## src/rtl/pe_stream_tx_pkg.sv

```systemverilog
// Shared definitions for the PE stream transmitter: FSM encoding and default widths.
package pe_stream_tx_pkg;

    typedef enum logic [1:0] {
        ST_IDLE     = 2'd0,
        ST_ANNOUNCE = 2'd1,
        ST_STREAM   = 2'd2,
        ST_FINISH   = 2'd3
    } state_t;

    localparam int DEF_DATA_WIDTH = 16;
    localparam int DEF_ADDR_WIDTH = 8;
    localparam int DEF_PARA_WIDTH = 8;
    localparam int STALL_CNT_W    = 16;

endpackage

```

## src/rtl/pe_stream_tx_skid.sv

```systemverilog
// Two-entry in-order skid buffer with flow-through: an incoming word is visible
// at the head in the same cycle when the buffer holds nothing older.
module pe_stream_tx_skid
    import pe_stream_tx_pkg::*;
#(
    parameter int DATA_WIDTH = DEF_DATA_WIDTH
) (
    input  logic                  clk,
    input  logic                  rst,
    input  logic                  push,
    input  logic [DATA_WIDTH-1:0] push_data,
    input  logic                  pop,
    output logic                  valid,
    output logic [DATA_WIDTH-1:0] head,
    output logic [1:0]            count
);

    logic [DATA_WIDTH-1:0] mem_q [2];
    logic                  wr_ptr_q;
    logic                  rd_ptr_q;
    logic [1:0]            count_q;
    logic                  stored;
    logic                  wr_store;
    logic                  rd_store;

    assign stored = (count_q != 2'd0);
    assign valid  = stored || push;
    assign head   = stored ? mem_q[rd_ptr_q] : push_data;

    // A word popped straight off the input never touches storage.
    assign wr_store = push && !(pop && !stored);
    assign rd_store = pop && stored;

    always_ff @(posedge clk) begin
        if (rst) begin
            wr_ptr_q <= 1'b0;
            rd_ptr_q <= 1'b0;
            count_q  <= 2'd0;
        end else begin
            if (wr_store) wr_ptr_q <= ~wr_ptr_q;
            if (rd_store) rd_ptr_q <= ~rd_ptr_q;
            count_q <= count_q + {1'b0, wr_store} - {1'b0, rd_store};
        end
    end

    always_ff @(posedge clk) begin
        if (wr_store) mem_q[wr_ptr_q] <= push_data;
    end

    assign count = count_q;

endmodule

```

## src/rtl/pe_stream_tx.sv

```systemverilog
// Streams len words from a source buffer to a PE input FIFO under backpressure.
// Optional stall counter enabled by defining PE_STREAM_TX_STALL_CNT_EN.
module pe_stream_tx
    import pe_stream_tx_pkg::*;
#(
    parameter int DATA_WIDTH = DEF_DATA_WIDTH,
    parameter int ADDR_WIDTH = DEF_ADDR_WIDTH,
    parameter int PARA_WIDTH = DEF_PARA_WIDTH
) (
    input  logic                   clk,
    input  logic                   rst_n,
    input  logic                   start,
    input  logic [ADDR_WIDTH-1:0]  base_addr,
    input  logic [PARA_WIDTH-1:0]  len,
    output logic                   mem_rd_en,
    output logic [ADDR_WIDTH-1:0]  mem_rd_addr,
    input  logic [DATA_WIDTH-1:0]  mem_rd_data,
    input  logic                   pe_fifo_full,
    output logic                   start_load,
    output logic [DATA_WIDTH-1:0]  data_out,
    output logic                   data_en,
    output logic                   busy,
    output logic                   done,
    output logic [STALL_CNT_W-1:0] stall_cnt
);

    localparam logic [PARA_WIDTH-1:0] ONE_P = 1;
    localparam logic [ADDR_WIDTH-1:0] ONE_A = 1;

    state_t                state_q, state_d;
    logic [PARA_WIDTH-1:0] len_q;
    logic [PARA_WIDTH-1:0] issued_q;
    logic [PARA_WIDTH-1:0] sent_q;
    logic [ADDR_WIDTH-1:0] rd_addr_q;
    logic                  rd_vld_p1;
    logic                  buf_valid;
    logic [DATA_WIDTH-1:0] buf_head;
    logic [1:0]            buf_count;
    logic                  accept;
    logic                  issue;
    logic                  last_word;

    assign accept = (state_q == ST_IDLE) && start;

    // Outstanding = stored words plus the read whose data lands next cycle.
    assign issue = (state_q == ST_STREAM)
                && (({1'b0, buf_count} + {2'b00, rd_vld_p1}) < 3'd2)
                && (issued_q < len_q);

    assign data_en   = buf_valid && !pe_fifo_full;
    assign last_word = data_en && ((sent_q + ONE_P) == len_q);

    pe_stream_tx_skid #(
        .DATA_WIDTH (DATA_WIDTH)
    ) u_skid (
        .clk       (clk),
        .rst       (rst_n),
        .push      (rd_vld_p1),
        .push_data (mem_rd_data),
        .pop       (data_en),
        .valid     (buf_valid),
        .head      (buf_head),
        .count     (buf_count)
    );

    always_comb begin
        state_d = state_q;
        case (state_q)
            ST_IDLE: begin
                if (start) state_d = (len == '0) ? ST_FINISH : ST_ANNOUNCE;
            end
            ST_ANNOUNCE: state_d = ST_STREAM;
            ST_STREAM: begin
                if (last_word) state_d = ST_FINISH;
            end
            ST_FINISH: state_d = ST_IDLE;
            default:   state_d = ST_IDLE;
        endcase
    end

    // p0: read issue / p1: read data returns into the skid buffer
    always_ff @(posedge clk) begin
        if (rst_n) begin
            state_q   <= ST_IDLE;
            len_q     <= '0;
            issued_q  <= '0;
            sent_q    <= '0;
            rd_addr_q <= '0;
            rd_vld_p1 <= 1'b0;
        end else begin
            state_q   <= state_d;
            rd_vld_p1 <= issue;
            if (accept) begin
                len_q     <= len;
                rd_addr_q <= base_addr;
                issued_q  <= '0;
                sent_q    <= '0;
            end else begin
                if (issue) begin
                    issued_q  <= issued_q + ONE_P;
                    rd_addr_q <= rd_addr_q + ONE_A;
                end
                if (data_en) sent_q <= sent_q + ONE_P;
            end
        end
    end

    assign mem_rd_en   = issue;
    assign mem_rd_addr = rd_addr_q;
    assign start_load  = (state_q == ST_ANNOUNCE);
    assign busy        = (state_q != ST_IDLE);
    assign done        = (state_q == ST_FINISH);
    assign data_out    = buf_valid ? buf_head : '0;

`ifdef PE_STREAM_TX_STALL_CNT_EN
    logic [STALL_CNT_W-1:0] stall_q;

    always_ff @(posedge clk) begin
        if (rst_n) begin
            stall_q <= '0;
        end else if (accept) begin
            stall_q <= '0;
        end else if (buf_valid && pe_fifo_full && (stall_q != {STALL_CNT_W{1'b1}})) begin
            stall_q <= stall_q + 16'd1;
        end
    end

    assign stall_cnt = stall_q;
`else
    assign stall_cnt = '0;
`endif

endmodule

```

## config.mk

```make
export PLATFORM = sky130hd
export DESIGN_NAME = pe_stream_tx
export DESIGN_NICKNAME = d
export VERILOG_FILES = /design/src/rtl/pe_stream_tx_pkg.sv /design/src/rtl/pe_stream_tx_skid.sv /design/src/rtl/pe_stream_tx.sv
export SDC_FILE = /design/constraint.sdc
export NUM_CORES = 1
export LEC_CHECK = 0
export ABC_AREA = 1
export BUFFER_PORTS_ARGS = -buffer_cell sky130_fd_sc_hd__buf_4
export CORE_UTILIZATION = 56
export CTS_CLUSTER_DIAMETER = 40
export DETAILED_ROUTE_END_ITERATION = 16
export PLACE_DENSITY = 0.81
export SYNTH_ARGS = -nofsm -noshare
export SYNTH_HDL_FRONTEND = slang
export SYNTH_HIERARCHICAL = 1
export SYNTH_SLANG_ARGS = --single-unit
```

## constraint.sdc

```tcl
create_clock -name clk -period 3.1 [get_ports clk]
set_clock_uncertainty 0.05 [all_clocks]
set_input_delay 0.155 -clock clk [delete_from_list [all_inputs] [get_ports clk]]
set_output_delay 0.155 -clock clk [all_outputs]
set_load 0.005 [all_outputs]
```

==> results.toml <==
[status]
status = "complete, no violations"

[setup_path]
cp-start-kind = "register"
arrival_ps = 2380
path_max_fanout = 19
cp.required_ps = 2890
end_kind = "primary output"
crit_buf_inv = 3
critPathKind = "register to primary output"
reg2reg_depth = 16
worstPathCellList = "inv_1, ha_1, a21oi_1, nor2_1, a211oi_1, nand3_2, clkinv_1, buf_4"
cp_slowest_cell = "nand3_2"
worst_path_largest_cell_delay_ps = 370
critPathTopFamily = "buffers and inverters"
worstSetupPathDepth = 8

[synth]
synth-async-reset-ratio = 0
synth_area_per_cell_um2 = 7.74
synth_warnings = 6
synth_ff_type = "dfxtp_1"
yosysTopAreaCell = "edfxtp_1"
syn_area_um2 = 4120
synth_seq_area_share = 0.428
syn_inst = 532
synth-seq-cells = 72
yosys-top-cells-area = "edfxtp_1 23%, dfxtp_1 19%, nand2_1 12%, inv_1 7.5%, ha_1 5.2%"
synth_cell_types = 35
synth_top_area_share = 0.233
synth-edff-count = 32

[timing]
rsz0062_at_grt = "false"
relSlewSlack = 0.374
final.period_utilization = 0.834
worst_slew_pin_slew_ps = 938
final.setup.worst_slack_ps = 515
finalHoldViolCount = 0
period_needed_ps = 2580
drv_slew = 0
setup_tns_ps = 0
setup_viol = 0
clock.fmax_mhz = 387

[cells_and_area]
fin_cells = 713
area_growth_pct = 20.9
drive_gt1_frac = 0.177
final_cell_mix = "130 x nand2_1, 82 x inv_1, 68 x buf_4, 41 x o21ai_0, 40 x dfxtp_1"
fin_nets = 665
num_antenna_cells = 0
multi_input_comb_area_um2 = 1880
final_util = 0.717
mostFrequentLayoutCell = "nand2_1"
final.fill_count = 555
regArea_um2 = 1760

[detailed_routing]
first_pass_iters = 4
wirelength_um = 9080
ant_nets = 0
num_vias = 3582
drtIter0Drc = 179
drc = 0
wl_per_cell_um = 12.7
viasPerCell = 5.02

[clocking]
cts_buffers = 9
path_clk_slew_ps = 90
cts_max_level = 3
root_buffer = "clkbuf_8"
post_cts_buffers = 0
numClockSinks = 72
cts_buffer_depth = 2
insertion_delay_ps = 350
cts_tree = "done"

[global_routing]
antenna_found_initial = 0
grt_pass1_wl_um = 15100
first_global_vias = 3492
grt_max_degree = 35
grt_use_total = 0.252
grt_overflow = 0

[place]
io_buffers = 64
place_ws_ps = 716
place.gp.congestion = 0.881
dp_cells = 680
dpl.hpwl_um = 6150

[pwr]
ir_worst_vdd_uv = 697
leakagePower_nw = 2.36
power.density_nw_per_um2 = 693

[hold_path]
hold_depth = 3
min_path_type = "input pin to register"

[floorplanning]
start_util = 0.593
rows = 30
die-area_um2 = 7700
ios = 81
coreArea_um2 = 6940
die_h_um = 87.8
die_w_um = 87.8

[run]
drv_cap = 0
-- area by class of cell --
class | count | area share
Inverter | 84 | 0.0633
Multi-Input combinational cell | 360 | 0.377
Clock inverter | 7 | 0.0206
Tap cell | 96 | 0.0241
Sequential cell | 72 | 0.354
Timing Repair Buffer | 85 | 0.137
Clock buffer | 9 | 0.0249
-- timing repair --
action                    in CTS  in global routing
resized for setup              0                  0
hold endpoints to repair      34                  0
hold buffers                  17                  0
-- report_power, final --
group / switching, W / internal [W]
sequential: 0.000141 / 0.00115
clock: 0.000374 / 0.000461
combinational: 0.000770 / 0.000551
total: 0.00129 / 0.00216
-- final timing paths --
path                   startpoint         endpoint  slack, ps
setup / recovery         len_q[5]        mem_rd_en        520
hold / removal             len[0]         len_q[0]         50
setup reg to reg  u_skid/count[1]  u_skid/count[1]        710
hold reg to reg          len_q[1]         len_q[1]        470
-- through the flow --
stage	area, µm²	hold WS [ps]	total power, W
2_1_floorplan	4170	176	0.00218
3_3_place_gp	4580	303	0.00254
3_5_place_dp	4580	306	0.00260
4_1_cts	4980	36.5	0.00346
5_1_grt	4980	64.9	0.00371
6_report	4980	47.1	0.00345
-- state kept, by name (all words and copies together), names as in the netlist, named ones only --
signal           cells
u_skid/count         2
state_q              2
u_skid/rd_ptr_q      1
sent_q               8
u_skid/mem_q        32
mem_rd_addr          8
rd_vld_p1            1
len_q                8
u_skid/wr_ptr_q      1
issued_q             8
-- worst reg2reg max path: cells and delay by family, from the launching register on --
kind	cells	cell delay [ps]
and+or+nand+nor	8	870
buffers and inverters	6	560
DFF	1	410
adders and majority gates	2	410
-- cell usage after synthesis (2+ instances only) --
cell and instances:
o21ai_2 10, a211oi_1 2, a31oi_1 2, buf_2 2, xor2_1 6, inv_1 82, nand3_2 2, nand3_1 32
o211ai_1 3, nor4_1 2, clkbuf_1 6, clkinv_1 2, nand3b_1 6, xnor2_1 4, dfxtp_1 40, buf_6 5
nor2_2 2, ha_1 17, nand2_1 130, nand4_1 2, buf_4 17, a21oi_1 27, o21ai_1 4, nor2_1 39
nand2_2 2, edfxtp_1 32, o21ai_0 41, nor2_4 5, nand2_4 2
-- logic make-up (layout without fill, tap and decap cells) --
family | count (synthesis) | count (layout) | share of synthesized area
simple gates | 226 | 226 | 0.243
buf+inv | 115 | 185 | 0.130
compound gates | 91 | 91 | 0.125
flops | 72 | 72 | 0.428
fa+ha+maj | 17 | 17 | 0.0517
xor+xnor | 10 | 10 | 0.0213
other cells | 1 | 16 | 0.000911
-- per-layer routing --
layer  share of wire  track usage  vias up  routed length (µm)
met2            0.52        0.467       96                4730
met3           0.037       0.0368       13                 332
li1                -            -     1833                   -
met1            0.43        0.290     1640                3890
met5               0            0        -                   0
met4           0.015       0.0999        0                 133
(Power assumes the default switching activity.)
